`src/rtl/des_key_scheduler_if.sv`:
```
// Start/key control and the subkey valid/ready stream between the DES key
// scheduler and the iterative round datapath.
interface des_key_scheduler_if;
  localparam int unsigned KEY_W = 64;
  localparam int unsigned SK_W  = 48;
  localparam int unsigned IDX_W = 4;

  logic              start;
  logic              decrypt;
  logic [KEY_W-1:0]  key;
  logic              busy;
  logic              key_err;
  logic              subkey_valid;
  logic              subkey_ready;
  logic [SK_W-1:0]   subkey;
  logic [IDX_W-1:0]  round_idx;
  logic              done;

  // Requester / round datapath side
  modport master (
    output start, decrypt, key, subkey_ready,
    input  busy, key_err, subkey_valid, subkey, round_idx, done
  );

  // Key scheduler side
  modport slave (
    input  start, decrypt, key, subkey_ready,
    output busy, key_err, subkey_valid, subkey, round_idx, done
  );
endinterface

```
`src/rtl/des_key_scheduler.sv`:
```
// Sequential DES key scheduler: holds only the 28-bit C/D halves and rotates
// them in place, emitting one PC2 subkey per accepted handshake.
module des_key_scheduler #(
  parameter bit PARITY_CHECK = 1'b0
) (
  input  logic                 clk,
  input  logic                 rst_n,
  des_key_scheduler_if.slave   bus
);
  localparam int unsigned HALF_W = 28;
  localparam int unsigned CD_W   = 56;
  localparam int unsigned SK_W   = 48;
  localparam int unsigned KEY_W  = 64;
  localparam int unsigned IDX_W  = 4;

  localparam int unsigned PC1_TAB [CD_W] = '{
    57, 49, 41, 33, 25, 17,  9,
     1, 58, 50, 42, 34, 26, 18,
    10,  2, 59, 51, 43, 35, 27,
    19, 11,  3, 60, 52, 44, 36,
    63, 55, 47, 39, 31, 23, 15,
     7, 62, 54, 46, 38, 30, 22,
    14,  6, 61, 53, 45, 37, 29,
    21, 13,  5, 28, 20, 12,  4
  };

  localparam int unsigned PC2_TAB [SK_W] = '{
    14, 17, 11, 24,  1,  5,
     3, 28, 15,  6, 21, 10,
    23, 19, 12,  4, 26,  8,
    16,  7, 27, 20, 13,  2,
    41, 52, 31, 37, 47, 55,
    30, 40, 51, 45, 33, 48,
    44, 49, 39, 56, 34, 53,
    46, 42, 50, 36, 29, 32
  };

  typedef enum logic [1:0] {IDLE, RUN, DONE} state_t;

  state_t              state, state_nx;
  logic [HALF_W-1:0]   c, c_nx, d, d_nx;
  logic [IDX_W-1:0]    idx, idx_nx;
  logic                mode, mode_nx;
  logic                key_err, key_err_nx;
  logic [CD_W-1:0]     cd_load;
  logic                parity_bad;
  logic                rot_two;

  // Bit n (1-based, MSB first) of a W-bit DES vector lives at index W-n.
  function automatic logic [CD_W-1:0] pc1(input logic [KEY_W-1:0] k);
    logic [CD_W-1:0] r;
    r = '0;
    for (int i = 0; i < 56; i++)
      r[6'(55 - i)] = k[6'(64 - PC1_TAB[6'(i)])];
    return r;
  endfunction

  function automatic logic [SK_W-1:0] pc2(input logic [CD_W-1:0] cd);
    logic [SK_W-1:0] r;
    r = '0;
    for (int j = 0; j < 48; j++)
      r[6'(47 - j)] = cd[6'(56 - PC2_TAB[6'(j)])];
    return r;
  endfunction

  function automatic logic [HALF_W-1:0] rotl(input logic [HALF_W-1:0] x, input logic two);
    return two ? {x[25:0], x[27:26]} : {x[26:0], x[27]};
  endfunction

  function automatic logic [HALF_W-1:0] rotr(input logic [HALF_W-1:0] x, input logic two);
    return two ? {x[1:0], x[27:2]} : {x[0], x[27:1]};
  endfunction

  // Shift table entry SH[n] (1-based) is 1 for rounds 1, 2, 9, 16 and 2 otherwise.
  function automatic logic sh_is_two(input logic [4:0] n);
    return !(n == 5'd1 || n == 5'd2 || n == 5'd9 || n == 5'd16);
  endfunction

  always_comb begin
    parity_bad = 1'b0;
    for (int b = 0; b < 8; b++)
      if (~^bus.key[6'(8 * b) +: 8]) parity_bad = 1'b1;
  end

  assign cd_load = pc1(bus.key);
  assign rot_two = sh_is_two(mode ? (5'd16 - 5'(idx)) : (5'(idx) + 5'd2));

  always_ff @(posedge clk) begin
    if (!rst_n) begin
      state   <= IDLE;
      c       <= '0;
      d       <= '0;
      idx     <= '0;
      mode    <= 1'b0;
      key_err <= 1'b0;
    end else begin
      state   <= state_nx;
      c       <= c_nx;
      d       <= d_nx;
      idx     <= idx_nx;
      mode    <= mode_nx;
      key_err <= key_err_nx;
    end
  end

  // Encrypt loads C1/D1 directly; decrypt loads C0/D0 (== C16/D16) and walks backwards.
  always_comb begin
    state_nx   = state;
    c_nx       = c;
    d_nx       = d;
    idx_nx     = idx;
    mode_nx    = mode;
    key_err_nx = 1'b0;
    case (state)
      IDLE: begin
        if (bus.start) begin
          if (PARITY_CHECK && parity_bad) begin
            key_err_nx = 1'b1;
          end else begin
            mode_nx  = bus.decrypt;
            idx_nx   = '0;
            c_nx     = bus.decrypt ? cd_load[55:28] : rotl(cd_load[55:28], 1'b0);
            d_nx     = bus.decrypt ? cd_load[27:0]  : rotl(cd_load[27:0],  1'b0);
            state_nx = RUN;
          end
        end
      end
      RUN: begin
        if (bus.subkey_ready) begin
          if (idx == 4'd15) begin
            state_nx = DONE;
          end else begin
            idx_nx = idx + 4'd1;
            c_nx   = mode ? rotr(c, rot_two) : rotl(c, rot_two);
            d_nx   = mode ? rotr(d, rot_two) : rotl(d, rot_two);
          end
        end
      end
      DONE:    state_nx = IDLE;
      default: state_nx = IDLE;
    endcase
  end

  assign bus.busy         = (state != IDLE);
  assign bus.subkey_valid = (state == RUN);
  assign bus.done         = (state == DONE);
  assign bus.key_err      = key_err;
  assign bus.round_idx    = idx;
  assign bus.subkey       = pc2({c, d});

endmodule

```
`src/flat_wrapper.sv`:
```
// flat-port wrapper written by rule: the top's interface ports become plain ports
module des_key_scheduler_flat 
#(
  parameter bit PARITY_CHECK = 1'b0
)
  (clk, rst_n, bus_start, bus_decrypt, bus_key, bus_subkey_ready, bus_busy, bus_key_err, bus_subkey_valid, bus_subkey, bus_round_idx, bus_done);
  des_key_scheduler_if bus_i ();
  input  logic clk;
  input  logic rst_n;
  input wire logic [$bits(bus_i.start)-1:0] bus_start;
  input wire logic [$bits(bus_i.decrypt)-1:0] bus_decrypt;
  input wire logic [$bits(bus_i.key)-1:0] bus_key;
  input wire logic [$bits(bus_i.subkey_ready)-1:0] bus_subkey_ready;
  output wire logic [$bits(bus_i.busy)-1:0] bus_busy;
  output wire logic [$bits(bus_i.key_err)-1:0] bus_key_err;
  output wire logic [$bits(bus_i.subkey_valid)-1:0] bus_subkey_valid;
  output wire logic [$bits(bus_i.subkey)-1:0] bus_subkey;
  output wire logic [$bits(bus_i.round_idx)-1:0] bus_round_idx;
  output wire logic [$bits(bus_i.done)-1:0] bus_done;
  assign bus_i.start = bus_start;
  assign bus_i.decrypt = bus_decrypt;
  assign bus_i.key = bus_key;
  assign bus_i.subkey_ready = bus_subkey_ready;
  assign bus_busy = bus_i.busy;
  assign bus_key_err = bus_i.key_err;
  assign bus_subkey_valid = bus_i.subkey_valid;
  assign bus_subkey = bus_i.subkey;
  assign bus_round_idx = bus_i.round_idx;
  assign bus_done = bus_i.done;
  des_key_scheduler #(.PARITY_CHECK(PARITY_CHECK)) u_core (.clk(clk), .rst_n(rst_n), .bus(bus_i));
endmodule
```
`config.mk`:
```
export PLATFORM = sky130hd
export DESIGN_NAME = des_key_scheduler_flat
export DESIGN_NICKNAME = d
export VERILOG_FILES = /design/src/rtl/des_key_scheduler_if.sv /design/src/rtl/des_key_scheduler.sv /design/src/flat_wrapper.sv
export SDC_FILE = /design/constraint.sdc
export NUM_CORES = 1
export LEC_CHECK = 0
export ABC_CLOCK_PERIOD_IN_PS = 5800
export BUFFER_PORTS_ARGS = -buffer_cell sky130_fd_sc_hd__buf_2
export CORE_AREA = 2 2 98 100
export DETAILED_ROUTE_END_ITERATION = 6
export DIE_AREA = 0 0 100 102
export PLACE_DENSITY_LB_ADDON = 0.25
export SLEW_MARGIN = 5
export SYNTH_ARGS = -nofsm -noshare
export SYNTH_HDL_FRONTEND = slang
export SYNTH_SLANG_ARGS = --single-unit
```
`constraint.sdc`:
```
create_clock -name clk -period 5.8 [get_ports clk]
set_clock_uncertainty 0.05 [all_clocks]
set_input_delay 1.16 -clock clk [delete_from_list [all_inputs] [get_ports clk]]
set_output_delay 1.16 -clock clk [all_outputs]
set_load 0.01 [all_outputs]
```
After elaboration in Yosys (flattened, before gate mapping)
Cells that the tools add are included.
W data, S select, Z words.
{"block": "word_totals", "regBits": 63, "inputBits": 69, "output_inout_bits": 56, "elab_cells": 53}
{"block": "op_classes", "n_addsub": 3, "eq_ne": 11, "muxes": 25, "reduce_logical": 9}
{"operator": "$mux W28", "count": 13}
{"operator": "$pmux W28 S2", "count": 2}
{"operator": "$mux W4", "count": 3}
{"operator": "$mux W5", "count": 2}
{"operator": "$pmux W4 S2", "count": 1}
{"operator": "$mux W2", "count": 3}
{"operator": "$ne A2 B2 Y1 const B", "count": 3}
{"operator": "$add A4 B2 Y5 const B", "count": 1}
{"operator": "$eq A5 B1 Y1 const B", "count": 1}
{"operator": "$eq A5 B2 Y1 const B", "count": 1}
{"operator": "$eq A5 B4 Y1 const B", "count": 1}
{"operator": "$eq A5 B5 Y1 const B", "count": 1}
{"operator": "$sub A5 B4 Y5 const A", "count": 1}
{"operator": "$add A4 B1 Y4 const B", "count": 1}
{"operator": "$eq A4 B4 Y1 const B", "count": 1}
{"operator": "$pmux W2 S2", "count": 1}
{"operator": "$reduce_and A4 Y1", "count": 1}
{"operator": "$reduce_bool A2 Y1", "count": 2}
{"operator": "$logic_or A1 B1 Y1", "count": 3}
{"operator": "$reduce_and A3 Y1", "count": 1}
{"operator": "$eq A2 B1 Y1 const B", "count": 1}
{"operator": "$eq A2 B2 Y1 const B", "count": 1}
{"operator": "$logic_not A2 Y1", "count": 1}
{"operator": "$ne A2 B1 Y1 const B", "count": 1}
{"operator": "$reduce_and A2 Y1", "count": 1}

Logic depth before layout (Yosys ltp)
{"block": "depth", "ltp_word": 11, "depth_mapped": 11, "depth_no_buf": 8}

Worst setup path after synthesis
No wires, ideal clock.
{"block": "synth_path", "path_kind": "register to register", "from": "register u_core.idx[0], in the netlist u_core.bus.round_idx[0]", "to": "register u_core.d[20]", "setup_ps": 122, "arrival_ps": 2410, "t_required_ps": 5628, "path_slack_ps": 3218, "stages_incl_launch_ff": 12, "path_buffers": 3, "period_less_slack_ps": 2582, "cell_sequence": "dfxtp_1 -> clkbuf_2 -> inv_1 -> ha_1 -> o21ba_2 -> o21ai_0 -> and3_1 -> clkbuf_1 -> nor2_2 -> buf_6 -> a32o_1 -> a311o_1"}
{"block": "synth_between", "elab_chain_cells": 11, "elab_cells_between_ends": 19, "cone_classes": "add/sub (2); eq/ne (6); mux (7); reduce/logical (4)"}
{"item": "from (decl)", "line_no": "des_key_scheduler.sv:42", "source": "logic [IDX_W-1:0] idx, idx_nx;"}
{"item": "from (signal assigned)", "line_no": "des_key_scheduler.sv:100", "source": "idx <= idx_nx;"}
{"item": "$sub A5 B4 Y5 / $add A4 B2 Y5 (equally long branches)", "line_no": "des_key_scheduler.sv:86", "source": "assign rot_two = sh_is_two(mode ? (5'd16 - 5'(idx)) : (5'(idx) + 5'd2));"}
{"item": "$mux W5", "line_no": "des_key_scheduler.sv:86"}
{"item": "$eq A5 B1 Y1 / $eq A5 B2 Y1 (equally long branches)", "line_no": "des_key_scheduler.sv:76", "source": "return !(n == 5'd1 || n == 5'd2 || n == 5'd9 || n == 5'd16);"}
{"item": "$logic_or A1 B1 Y1 (3 in series)", "line_no": "des_key_scheduler.sv:76"}
{"item": "$mux W28, on equally long branches", "line_no": "des_key_scheduler.sv:67, des_key_scheduler.sv:71"}
{"item": "$mux W28", "line_no": "des_key_scheduler.sv:135", "source": "d_nx = mode ? rotr(d, rot_two) : rotl(d, rot_two);"}
{"item": "$mux W28", "line_no": "des_key_scheduler.sv:130", "source": "if (idx == 4'd15) begin"}
{"item": "$mux W28", "line_no": "des_key_scheduler.sv:129", "source": "if (bus.subkey_ready) begin"}
{"item": "$pmux W28 S2", "line_no": "des_key_scheduler.sv:114", "source": "case (state)"}
{"item": "to (signal assigned)", "line_no": "des_key_scheduler.sv:99", "source": "d <= d_nx;"}
{"item": "to (decl)", "line_no": "des_key_scheduler.sv:41", "source": "logic [HALF_W-1:0] c, c_nx, d, d_nx;"}
Several ways; a longest one is shown, not always the timed one. The select of a mux whose other input is x is not followed.
A chain may end at the register's enable or synchronous reset.

Final worst setup path
{"block": "layout_path", "from": "register u_core.idx[0], in the netlist u_core.bus.round_idx[0]", "to": "register u_core.d[27]"}
The elaborated chain is that of the path after synthesis.

==> out/results.env <==
OUTCOME='finished, final reports clean'
DETAIL_ROUTE.DRC_VIOLATIONS=0
TIMING.CRITICAL_PATH.CELLS='inv_1 > ha_1 > o21ba_2 > o21ai_0 > nand3_2 > and3_1 > a211oi_1 > a2111oi_2'
R2R-END='u_core.d[27]$_SDFFE_PN0P_'
END_KIND='flip-flop'
SLEW_HEADROOM_PCT=22.3
STATIC-LEAKAGE-POWER_nW=1.77
YOSYSWARNINGCOUNT=0
CLK_LATENCY_WORST_SKEW_PAIR_NS=0.35
TIMING.FINAL.MAX_SLEW_VIOLATIONS=0
NUMBER_OF_GLOBAL_ROUTE_VIAS_BEFORE_REPAIR=3554
CTS-RESIZED-GATES=0
PLACEABLECOREAREA_UM2=9110
DRT-PASS1-ITER-COUNT=5
GRT_SETUP_UNREPAIRED='no'
NUMBER_OF_DISTINCT_LIBRARY_CELLS_AFTER_SYNTHESIS=44
SYNTH_FLOP_CELL='dfxtp_1'
NUMBER_OF_INSTANCES_IN_THE_SYNTHESIZED_NETLIST=519
TRITONCTS_NUM_SINKS=63
MAX-CLOCK-PATH-BUFFERS=2
PRE_CTS_SLACK_NS=2.20
POST_SYNTH_INSTANCE_AREA_UM2=4050
ROUTABILITYCONGESTION=0.867
CRIT_PATH_TOP_DELAY_CELL='nand3_2'
CTSHTREEMAXLEVEL=3
TRITONCTS.NUM_BUFFERS=9
CRITPATHTOPFAMILY='simple AND/OR/NAND/NOR gates'
SYNTHARSTFLOPSHARE_PCT=0
CP_SLOWEST_STAGE_DELAY_NS=0.92
CP_DATA_REQUIRED_TIME_NS=5.96
PORTBUFFERS=35
VIA_COUNT=3897
CRITPATHLAUNCHTYPE='flip-flop'
PLACE.DETAILED.HPWL_MM=6.54
WORST_PIN_SLEW_NS=1.16
INITIAL_ANTENNA_VIOLATION_COUNT=0
NUM_ANTENNA_CELLS=0
POWER.DENSITY_nW_PER_UM2=240
FF2FF_PATH_DEPTH=8
CRITICAL_PATH_CLASS='flip-flop to flip-flop'
FINALWORSTSETUPSLACK_NS=2.15
FINALSETUPTNS_NS=0
REGTOREGSETUPSLACK_NS=2.15
FP-ROW-COUNT=35
TIMING.CRITICAL_PATH.TO='u_core.d[27]$_SDFFE_PN0P_'
SYNTH.TOP_CELL.AREA_SHARE_PCT=31.1
LAYOUT-DRIVE-GT1-SHARE_PCT=13.6
DRT_ITER0_MARKERS=384
WORSTPATHBUFFERINVERTERCOUNT=1
DIE_W_UM=100
HOLD_PATH_CLASS='flip-flop to flip-flop'
DRV.MAX_CAP_VIOLATION_COUNT=0
INITIAL_CORE_UTIL_PCT=44.5
SYNTH_AREA_LEADER_CELL='dfxtp_1'
ROUTE.DETAILED.WL_PER_INST_UM=16.6
PEAKVDDDROP_mV=0.128
CTS.REPORTEDPATHS.CLKPINSLEW_NS=0.08
MOSTFREQUENTLAYOUTCELL='a21oi_1'
FINAL_HOLD_VIOLATIONS=0
ANT_NETS=0
CRIT_CELLS=8
SYNTH.TOP_CELLS.BY_AREA='dfxtp_1, a21oi_1, a211o_1, buf_4, nand3_1'
WL_MM=10.4
GLOBALROUTETOTALUTIL_PCT=20.7
AREA.GROWTH.SYNTH_TO_FINAL_PCT=3.43
CP_ARRIVAL_NS=3.81
NUM-NETS-FINAL=583
AVERAGE_SIZE_OF_A_MAPPED_CELL_UM2=7.80
LAYOUT.CELLS.MOST_COMMON_LIST='a21oi_1, dfxtp_1, nand3_1'
CTS_TREE='built'
CRIT_START='u_core.bus.round_idx[0]$_SDFFE_PN0P_'
SYNTH-EDFF-COUNT=0
RATIO_OF_FINAL_MINIMUM_PERIOD_TO_CLOCK_PERIOD_PCT=62.9
CTS_HOLD_BUF=0
R2R_START='u_core.bus.round_idx[0]$_SDFFE_PN0P_'
SYNTH_SEQUENTIAL_AREA_RATIO_PCT=31.1
ROUTE.DETAILED.VIAS_PER_INST=6.23
PORTS=125
CTS-ROOT-BUF='clkbuf_8'
YS_FF_LATCH=63
ACHIEVABLE_CLOCK_FREQUENCY_MHz=274
FINALSETUPVIOLATIONS=0
CRIT_FANOUT=54
PLACE_INST=610
CTS.REPAIR_TIMING.SETUP_BUFFER_COUNT=0
FLOORPLAN.DIE_AREA_UM2=10200
FINAL-INSTANCE-COUNT-EXCL-FILL=626
GRT_FIRST_PASS_WIRELENGTH_MM=17.0
DIE_SPAN_IN_Y_UM=102
FINALWORSTPATHREQUIREDPERIOD_NS=3.65
GRT_REMAINING_OVERFLOW=0
GRT_START_MAX_NET_PINS=55
==> logic make-up after synthesis <==
| logic type | count (synthesis) | share of synthesized area (%) |
|---|---|---|
| DFF | 63 | 31.1 |
| and+or+nand+nor | 107 | 13.2 |
| AOI/OAI and AO/OA | 233 | 36.8 |
| adders and majority gates | 4 | 1.24 |
| xor gates and xnor gates | 2 | 0.433 |
| other | 1 | 0.0926 |
| buffers and inverters | 98 | 14.2 |
| muxes | 11 | 2.90 |
==> Yosys cell counts (all sizes together) (7+ instances only) <==
| cell | number |
|---|---|
| o211ai | 7 |
| nor2 | 12 |
| dfxtp | 63 |
| clkbuf | 35 |
| o21ai | 52 |
| buf | 57 |
| nand2 | 17 |
| nand3 | 56 |
| a21oi | 100 |
| a211o | 42 |
| a221oi | 8 |
==> power breakdown <==
group	switching (mW)	internal, mW
Sequential	0.0142	0.442
Combinational	0.109	0.0390
Clock	0.190	0.212
Total	0.313	0.694
==> per-layer routing <==
layer	vias to the layer above	wire length, um	part of all wire (%)	global-route usage (%)
li1	1865	-	-	-
met1	1833	4850	47	28.9
met2	179	4620	44	31.9
met3	20	702	6.8	2.94
met4	0	206	2.0	9.17
met5	-	0	0	0
==> layout make-up <==
cell class | count | area (um^2)
fill | 923 | 4920
multi-input combinational | 390 | 2350
sequential | 63 | 1260
timing repair buffer | 40 | 213
tap | 111 | 139
clock buffer | 10 | 138
clock inverter | 6 | 68.8
inverter | 6 | 22.5
==> state kept, by name, indices dropped and copies added, names as in the netlist <==
register              flops
u_core.bus.round_idx      4
u_core.d                 28
u_core.mode               1
u_core.c                 28
u_core.state              2
==> worst min path at each step <==
stage                                 to  slack, ns  depth (start not counted)                      start
6_report        u_core.d[3]$_SDFFE_PN0P_       0.44                          1   u_core.d[3]$_SDFFE_PN0P_
5_1_grt        u_core.d[17]$_SDFFE_PN0P_       0.46                          1  u_core.d[17]$_SDFFE_PN0P_
4_1_cts        u_core.d[11]$_SDFFE_PN0P_       0.44                          1  u_core.d[11]$_SDFFE_PN0P_
3_5_place_dp   u_core.d[11]$_SDFFE_PN0P_       0.42                          1  u_core.d[11]$_SDFFE_PN0P_
3_3_place_gp    u_core.d[3]$_SDFFE_PN0P_       0.41                          1   u_core.d[3]$_SDFFE_PN0P_
2_1_floorplan  u_core.c[10]$_SDFFE_PN0P_       0.40                          1  u_core.c[10]$_SDFFE_PN0P_
==> metrics by stage <==
step	hold slack [ns]	cell area, um^2	util, %	power [mW]
6_report	0.439	4190	46.0	1.01
4_1_cts	0.437	4190	46.0	1.01
3_3_place_gp	0.409	3980	43.7	0.610
5_1_grt	0.456	4190	46.0	1.05
2_1_floorplan	0.401	4170	-	0.595
3_5_place_dp	0.417	3980	43.7	0.612
Note: power is estimated with default switching activity, not from simulation.
